**config.mk**
```make
export PLATFORM = sky130hd
export DESIGN_NAME = uart_rx_majority
export DESIGN_NICKNAME = d
export VERILOG_FILES = /design/src/rtl/uart_rx_majority.sv
export SDC_FILE = /design/constraint.sdc
export NUM_CORES = 1
export LEC_CHECK = 0
export CORE_MARGIN = 3
export CORE_UTILIZATION = 35
export CTS_CLUSTER_SIZE = 28
export DETAILED_ROUTE_END_ITERATION = 10
export MAX_ROUTING_LAYER = met4
export SYNTH_ARGS = -nofsm -noshare
export SYNTH_HDL_FRONTEND = slang
export SYNTH_SLANG_ARGS = --single-unit
```
**constraint.sdc**
```tcl
create_clock -name iCLOCK -period 2.49 [get_ports iCLOCK]
set_input_delay 0.249 -clock iCLOCK [delete_from_list [all_inputs] [get_ports iCLOCK]]
set_output_delay 0.249 -clock iCLOCK [all_outputs]
set_load 0.05 [all_outputs]
```
**src/rtl/uart_rx_majority.sv**
```systemverilog
// 8N1 UART receiver with a 3-sample majority vote around mid-bit.
// Start-bit glitches are rejected. Framing errors and breaks are reported as one-cycle pulses.
// A good frame produces a one-cycle oRX_VALID strobe, and oRX_DATA holds the byte until the next strobe.
//
// state  | meaning
// -------+-----------------------------------------------------------
// IDLE   | line idle; waiting for a falling edge on the synced input
// START  | start bit; a majority-high vote aborts as a glitch
// DATA   | eight data bits, LSB first, shifted in at mid-bit
// STOP   | stop bit; result is registered at mid-bit, then back to IDLE

module uart_rx_majority #(
    parameter logic [19:0] P_BIT_CLKS = 20'd108
) (
    input  logic       iCLOCK,
    input  logic       inRESET,
    input  logic       iRESET_SYNC,
    input  logic       iUART_RXD,
    output logic       oRX_VALID,
    output logic [7:0] oRX_DATA,
    output logic       oRX_FRAME_ERR,
    output logic       oRX_BREAK,
    output logic       oRX_BUSY
);

    localparam logic [19:0] H       = P_BIT_CLKS >> 1;
    localparam logic [19:0] C_SMP_A = H - 20'd1;
    localparam logic [19:0] C_SMP_B = H;
    localparam logic [19:0] C_MID   = H + 20'd1;
    localparam logic [19:0] C_EOB   = P_BIT_CLKS - 20'd1;

    typedef enum logic [1:0] {
        S_IDLE  = 2'd0,
        S_START = 2'd1,
        S_DATA  = 2'd2,
        S_STOP  = 2'd3
    } state_t;

    state_t      state_q,   state_d;
    logic [19:0] cnt_q,     cnt_d;
    logic [2:0]  bit_idx_q, bit_idx_d;
    logic [7:0]  shift_q,   shift_d;
    logic [7:0]  data_q,    data_d;
    logic        sync1_q,   sync1_d;
    logic        sync2_q,   sync2_d;
    logic        prev_q,    prev_d;
    logic        samp_a_q,  samp_a_d;
    logic        samp_b_q,  samp_b_d;
    logic        valid_q,   valid_d;
    logic        ferr_q,    ferr_d;
    logic        brk_q,     brk_d;

    logic fall_edge;
    logic at_mid;
    logic at_eob;
    logic maj;

    // The third vote comes straight from the synchronizer, so the decision lands at H+1.
    assign fall_edge = ~sync2_q & prev_q;
    assign at_mid    = (cnt_q == C_MID);
    assign at_eob    = (cnt_q == C_EOB);
    assign maj       = (samp_a_q & samp_b_q) | (samp_a_q & sync2_q) | (samp_b_q & sync2_q);

    // Next-state, datapath and strobe generation; a synchronous reset overrides everything.
    always_comb begin
        state_d   = state_q;
        cnt_d     = cnt_q;
        bit_idx_d = bit_idx_q;
        shift_d   = shift_q;
        data_d    = data_q;
        samp_a_d  = samp_a_q;
        samp_b_d  = samp_b_q;
        valid_d   = 1'b0;
        ferr_d    = 1'b0;
        brk_d     = 1'b0;
        sync1_d   = iUART_RXD;
        sync2_d   = sync1_q;
        prev_d    = sync2_q;

        if (state_q != S_IDLE) begin
            cnt_d = at_eob ? 20'd0 : cnt_q + 20'd1;
            if (cnt_q == C_SMP_A) samp_a_d = sync2_q;
            if (cnt_q == C_SMP_B) samp_b_d = sync2_q;
        end

        case (state_q)
            S_IDLE: begin
                cnt_d = 20'd0;
                if (fall_edge) state_d = S_START;
            end
            S_START: begin
                if (at_mid && maj) begin
                    state_d = S_IDLE;
                    cnt_d   = 20'd0;
                end else if (at_eob) begin
                    state_d   = S_DATA;
                    bit_idx_d = 3'd0;
                end
            end
            S_DATA: begin
                if (at_mid) shift_d = {maj, shift_q[7:1]};
                if (at_eob) begin
                    if (bit_idx_q == 3'd7) state_d = S_STOP;
                    else                   bit_idx_d = bit_idx_q + 3'd1;
                end
            end
            S_STOP: begin
                // Leaving at mid stop bit leaves half a bit of slack for the next start edge.
                if (at_mid) begin
                    state_d   = S_IDLE;
                    cnt_d     = 20'd0;
                    bit_idx_d = 3'd0;
                    if (maj) begin
                        valid_d = 1'b1;
                        data_d  = shift_q;
                    end else begin
                        ferr_d = 1'b1;
                        brk_d  = (shift_q == 8'h00);
                    end
                end
            end
            default: state_d = S_IDLE;
        endcase

        if (iRESET_SYNC) begin
            state_d   = S_IDLE;
            cnt_d     = 20'd0;
            bit_idx_d = 3'd0;
            shift_d   = 8'h00;
            data_d    = 8'h00;
            samp_a_d  = 1'b1;
            samp_b_d  = 1'b1;
            valid_d   = 1'b0;
            ferr_d    = 1'b0;
            brk_d     = 1'b0;
            sync1_d   = 1'b1;
            sync2_d   = 1'b1;
            prev_d    = 1'b1;
        end
    end

    // State and datapath registers with asynchronous active-low reset.
    always_ff @(posedge iCLOCK or negedge inRESET) begin
        if (!inRESET) begin
            state_q   <= S_IDLE;
            cnt_q     <= 20'd0;
            bit_idx_q <= 3'd0;
            shift_q   <= 8'h00;
            data_q    <= 8'h00;
            samp_a_q  <= 1'b1;
            samp_b_q  <= 1'b1;
            valid_q   <= 1'b0;
            ferr_q    <= 1'b0;
            brk_q     <= 1'b0;
            sync1_q   <= 1'b1;
            sync2_q   <= 1'b1;
            prev_q    <= 1'b1;
        end else begin
            state_q   <= state_d;
            cnt_q     <= cnt_d;
            bit_idx_q <= bit_idx_d;
            shift_q   <= shift_d;
            data_q    <= data_d;
            samp_a_q  <= samp_a_d;
            samp_b_q  <= samp_b_d;
            valid_q   <= valid_d;
            ferr_q    <= ferr_d;
            brk_q     <= brk_d;
            sync1_q   <= sync1_d;
            sync2_q   <= sync2_d;
            prev_q    <= prev_d;
        end
    end

    assign oRX_VALID     = valid_q;
    assign oRX_DATA      = data_q;
    assign oRX_FRAME_ERR = ferr_q;
    assign oRX_BREAK     = brk_q;
    assign oRX_BUSY      = (state_q != S_IDLE);

endmodule

```
* Word-level counts from Yosys, hierarchy flattened
Index checks and enable logic that the tools add are counted.
** Word-level totals
- Word-level logic and storage cells :: 105
- Register bits after elaboration :: 49
** Operators by class
- Muxes and demuxes :: 49
- Add/subtract/negate cells :: 2
- Reduce and logical (&&, ||, !) cells :: 18
- Eq/ne operators :: 16
- Bitwise gates (word level) :: 7
** Operators by type and width (count)
- two-way mux 20 bit :: 5
- == test 20 x 6 -> 1 bit (second input constant) :: 3
- one-hot mux 20 bit (3 select lines) :: 1
- two-way mux 8 bit :: 7
- two-way mux 1 bit :: 21
- != test 3 bit (second input constant) :: 7
- adder 20 x 1 -> 20 bit (second input constant) :: 1
- == test 20 x 7 -> 1 bit (second input constant) :: 1
- two-way mux 3 bit :: 6
- nonzero test 2 bit :: 8
- two-way mux 2 bit :: 7
- one-hot mux 3 bit (3 select lines) :: 1
- logical NOT 8 bit :: 1
- one-hot mux 2 bit (4 select lines) :: 1
- AND reduction 2 bit :: 3
- AND reduction 6 bit :: 1
- AND reduction 5 bit :: 1
- AND 1 bit :: 4
- == test 2 bit (second input constant) :: 2
- != test 4 bit (second input constant) :: 1
- nonzero test 4 bit :: 1
- adder 3 x 1 -> 3 bit (second input constant) :: 1
- == test 3 bit (second input constant) :: 1
- AND reduction 3 bit :: 1
- 5 further kinds :: 6

* Logic depth before layout (Yosys ltp)
- Word-level depth :: 7
- Depth in mapped cells :: 7
- Mapped depth without buffers :: 7

* Worst setup path after synthesis
Ideal clock, no wire load.
- Path type :: reg-to-reg
- From :: register cnt_q[16]
- To :: register shift_q[0]
- Clock period less this slack :: 1764 ps
- Cell stages (with the launch flop) :: 6
- Setup slack :: 726 ps
- Library setup time :: 132 ps
- Data arrival time :: 1632 ps
- Path through :: dfrtp_1 > nor4_4 > nand4_4 > nor3_4 > mux2i_1 > nor2_1
** Between the ends
- Cells in the longest elaborated chain, start to end :: 3
** Ends and longest elaborated chain
- start, declared :: line 40 : logic [19:0] cnt_q, cnt_d;
- start signal, assigned :: line 160 : cnt_q <= cnt_d;
- == test 20 x 6 -> 1 bit :: line 60 : assign at_mid = (cnt_q == C_MID);
- nonzero test 2 bit (no line)
- AND reduction 2 bit (no line)
- end signal, assigned :: line 162 : shift_q <= shift_d;
- end, declared :: line 42 : logic [7:0] shift_q, shift_d;
Every way passes these cells.
A chain may end at the register's enable or synchronous reset.

* Final worst setup path
- From :: register state_q[1]
- To :: output oRX_BUSY
** Between the ends
- Cells in the longest elaborated chain, start to end :: 1
** Ends and longest elaborated chain
- start, declared :: line 39 : state_t state_q, state_d;
- start signal, assigned :: line 159 : state_q <= state_d;
- nonzero test 2 bit :: line 179 : assign oRX_BUSY = (state_q != S_IDLE);
- end, declared :: line 23 : output logic oRX_BUSY
Every way passes these cells.

==> metrics.sh <==
YS_SEQ_ELEMENTS=49
DRT-VIAS-PER-INSTANCE=4.831
GRT_PASS1_VIAS=1606
SYNTHDISTINCTLIBCELLS=49
TRITONCTS.NUM_BUFFERS=5
SYNTH_LARGEST_TYPE_AREA_FRACTION_PCT=43.72
CLKLATENCYLATEPIN_NS=0.30
CRIT_SLOWEST_CELL='sky130_fd_sc_hd__clkdlybuf4s50_1'
WORST_RELATIVE_SLEW_SLACK_PCT=59.12
FIN_CRIT_SH_PCT=88.50
INTERNAL_POWER_mW=1.012
WORSTPATHCELLLIST='nor2_1 -> inv_1 -> clkdlybuf4s50_1'
FIRST_ITER_VIOLATIONS=116
CRITPATHKIND='flop to output pin'
SYNTHESIS.AREA_UM2=2519
DETAIL_ROUTE.DRC_VIOLATIONS=0
FILLCELLCOUNT=666
FIN_NETS=257
POWER_AFTER_LAYOUT_mW=1.319
DR.PASS1.ITERS=4
N_ANTENNA_CELL=0
SYNTHESIS.NETS=238
INITIAL_ANTENNA_VIOLATION_COUNT=0
CHIPHEIGHT_UM=90.83
CORE-AREA_UM2=6869
PRE_CTS_SLACK_NS=0.4986
POWER.SWITCHING_uW=307.2
LAYOUT_SETUP_WS_NS=0.2863
MAXSLEWVIOLCOUNT=0
POST_DRT_WL_PER_CELL_UM=13.39
FIN_SKEW_NS=0.006785
HPWLAFTERDP_UM=3236
CLOCKPOWERSHARE_PCT=35.4
ANT_NETS=0
MAX-VDD-IR-DROP_V=0.0001859
WORSTPATHARRIVAL_NS=1.95
STARTING_DENSITY_PCT=36.67
TIMING.HOLD.WORST.CLASS='input port to asynchronous set/reset pin'
NUM_IO_PINS=16
CLK_PIN_SLEW_WORST_PATHS_NS=0.09
CTS.SINK_COUNT=49
POST_CTS.REPAIR.SETUP_BUFFERS=0
SYNTH.TOP_CELLS.BY_AREA='sky130_fd_sc_hd__dfrtp_1 (44%), sky130_fd_sc_hd__mux2i_1 (7.9%), sky130_fd_sc_hd__nor2_1 (5.5%)'
FP-ROW-COUNT=30
PIN_COUNT_OF_THE_BIGGEST_NET_ENTERING_GLOBAL_ROUTING=50
STATUS='complete, no violations'
CTS.HOLD.BUFFERS_ADDED=0
NUMBER_OF_ENABLE_TYPE_REGISTER_CELLS_IN_THE_SYNTHESIZED_NETLIST=0
GRT_OVERFLOW=0
SYNTH_ASYNC_SR_FLOP_SHARE_PCT=100.0
ROOT_BUFFER='sky130_fd_sc_hd__clkbuf_8'
CAP_VIOLATIONS=0
SYNTH-SEQ-AREA-SHARE_PCT=48.93
NUMBER_OF_WARNING_MESSAGES_IN_THE_YOSYS_LOG=0
NUMBER_OF_VIAS_AFTER_DETAILED_ROUTING=1662
YS.FLOP_TYPE='sky130_fd_sc_hd__dfrtp_1'
POWER_DENSITY_OF_THE_PLACED_CELLS_nW_PER_UM2=464.7
WORST_MAX_SLEW_PIN_SLEW_NS=0.6133
DIE_WIDTH_UM=90.83
LAYOUT-DRIVE-GT1-SHARE_PCT=18.55
TIMING.CRITICAL_PATH.TO_TYPE='output pin'
GROUTE.USAGE.OVERALL_PCT=12.28
TIMING_HOLD_VIOLATIONS_FINAL=0
CRIT_PATH_TIME_FINAL_NS=2.204
WIRELENGTH_ROUTED_UM=4606
SYNTHCELLS=228
SYNTHDOMINANTAREACELLTYPE='sky130_fd_sc_hd__dfrtp_1'
PLACEMENT.IO_BUFFERS=15
AREA_DELTA_SYNTH_FINAL_PCT=12.72
FINAL_WEIGHTED_CONGESTION_IN_ROUTABILITY_DRIVEN_PLACEMENT=0.7881
SWITCHING_POWER_SHARE_OF_THE_TOTAL_PCT=23.28
CRITICAL_PATH.MAX_STAGE_DELAY_NS=0.81
POSTCTSRESIZEDCELLS=0
CRITPATHREQUIREDTIME_NS=2.24
SETUP.WORST_PATH.START_CLASS='flop'
CLK_PATH_BUF_DEPTH=2
CRIT_FANOUT=14
P_COMB_SHARE_PCT=3.6
SEQPWRFRAC_PCT=61.0
RSZ_0062_RAISED_AFTER_GLOBAL_ROUTING='no'
SYN_AVG_CELL_AREA_UM2=11.05
FINAL_SETUP_FAILS=0
CELLLEAKAGEPOWER_nW=1.223
TIMING.FMAX_GHz=0.4538
FP.DIEAREA_UM2=8250
CTS_TREE='yes'
FIRST_PASS_GRT_WIRE_LENGTH_UM=8052
TOTALNEGATIVESETUPSLACK_NS=0
HTREE_LEVELS=2
per-stage QoR:
stage,area (µm²),util (%),hold WS (ns),std cells
after global placement,2749,40.02,0.3941,336
after detailed placement,2749,40.02,0.3957,336
after floorplan,2519,-,-0.04659,228
final,2839,41.33,0.03294,344
after global routing,2839,41.33,0.07538,344
after CTS,2839,41.33,0.05913,344
sequential cells by signal (all words and copies together) (netlist names):
signal,cells
cnt_q,20
oRX_DATA,8
shift_q,8
bit_idx_q,3
state_q,2
oRX_BREAK,1
oRX_FRAME_ERR,1
oRX_VALID,1
prev_q,1
samp_a_q,1
samp_b_q,1
sync1_q,1
sync2_q,1
power by group through the flow:
stage / clock (mW) / sequential [mW] / combinational [mW]
after floorplan: 0 / 0.818 / 0.0277
after global placement: 0 / 0.820 / 0.0497
after detailed placement: 0 / 0.821 / 0.0498
after CTS: 0.493 / 0.805 / 0.0498
after global routing: 0.527 / 0.806 / 0.0539
final: 0.467 / 0.805 / 0.0476
per-layer routing:
metal / track usage (%) / routed length [µm]
met2: 17.36 / 2052
met5: - / 0
met3: 2.583 / 144
met4: 3.769 / 55
met1: 17.65 / 2354
Yosys cell counts (2+ instances only):
cell type and instances:
sky130_fd_sc_hd__clkbuf_8 2, sky130_fd_sc_hd__dfstp_2 5, sky130_fd_sc_hd__nand3_1 9, sky130_fd_sc_hd__nor2_1 37, sky130_fd_sc_hd__clkbuf_1 2, sky130_fd_sc_hd__nand4_1 4, sky130_fd_sc_hd__nor2_2 8, sky130_fd_sc_hd__nor4_4 2
sky130_fd_sc_hd__and3_1 3, sky130_fd_sc_hd__xnor2_1 5, sky130_fd_sc_hd__and4bb_2 2, sky130_fd_sc_hd__nand2_1 14, sky130_fd_sc_hd__nor4_1 2, sky130_fd_sc_hd__and3_2 2, sky130_fd_sc_hd__nor3_1 7, sky130_fd_sc_hd__and2_1 2
sky130_fd_sc_hd__dfrtp_1 44, sky130_fd_sc_hd__and4_1 3, sky130_fd_sc_hd__ha_1 6, sky130_fd_sc_hd__xor2_1 13, sky130_fd_sc_hd__inv_1 5, sky130_fd_sc_hd__mux2i_1 20, sky130_fd_sc_hd__buf_6 2, sky130_fd_sc_hd__nor3b_1 2
sky130_fd_sc_hd__or2_2 3
layout by cell type (no fill, tap or decap), drive strengths merged, types with 2 or more instances in the layout:
| cell type | n |
|---|---|
| nor2 | 45 |
| dfrtp | 44 |
| mux2i | 20 |
| nand2 | 15 |
| clkdlybuf4s50 | 14 |
| xor2 | 13 |
| nand3 | 9 |
| nor3 | 9 |
| ha | 6 |
| inv | 6 |
| nand4 | 6 |
| xnor2 | 5 |
| clkbuf | 5 |
| dfstp | 5 |
| buf | 5 |
| and3 | 5 |
| nor4 | 5 |
| and4 | 4 |
| or2 | 3 |
| and4bb | 2 |
| and2 | 2 |
| nor3b | 2 |
logic make-up after synthesis:
| family | Yosys count | share of synthesized area [%] |
|---|---|---|
| DFF | 49 | 48.93 |
| adders and majority gates | 7 | 3.428 |
| xor gates and xnor gates | 18 | 6.259 |
| muxes | 20 | 7.948 |
| and+or+nand+nor | 115 | 27.57 |
| AOI/OAI and AO/OA | 7 | 2.534 |
| buffers and inverters | 12 | 3.329 |
final timing paths:
path,start,to,slack (ns),cells after the start
worst min register to register,oRX_DATA[3],oRX_DATA[3],0.53,2
worst max-delay path,state_q[1],oRX_BUSY,0.29,3
max in group asynchronous,inRESET,cnt_q[14],2.04,2
worst max register to register,cnt_q[9],shift_q[1],0.50,5
min in group iCLOCK,iUART_RXD,sync1_q,0.52,2
worst min-delay path,inRESET,oRX_BREAK,0.03,2
critical path: cells and delay by family, from the launching register on:
| kind | cells | cell delay [ns] |
|---|---|---|
| buffers and inverters | 2 | 0.93 |
| flip-flops | 1 | 0.60 |
| AND/OR/NAND/NOR | 1 | 0.12 |
area by class of cell:
type | instances | area, µm² | area share, %
Clock buffer | 5 | 68.82 | 2.424
Clock inverter | 3 | 21.27 | 0.7492
Inverter | 5 | 18.77 | 0.6611
Multi-Input combinational cell | 167 | 1202 | 42.35
Sequential cell | 49 | 1232 | 43.41
Tap cell | 96 | 120.1 | 4.231
Timing Repair Buffer | 19 | 175.2 | 6.170
Note: power is estimated with default switching activity, not from simulation.
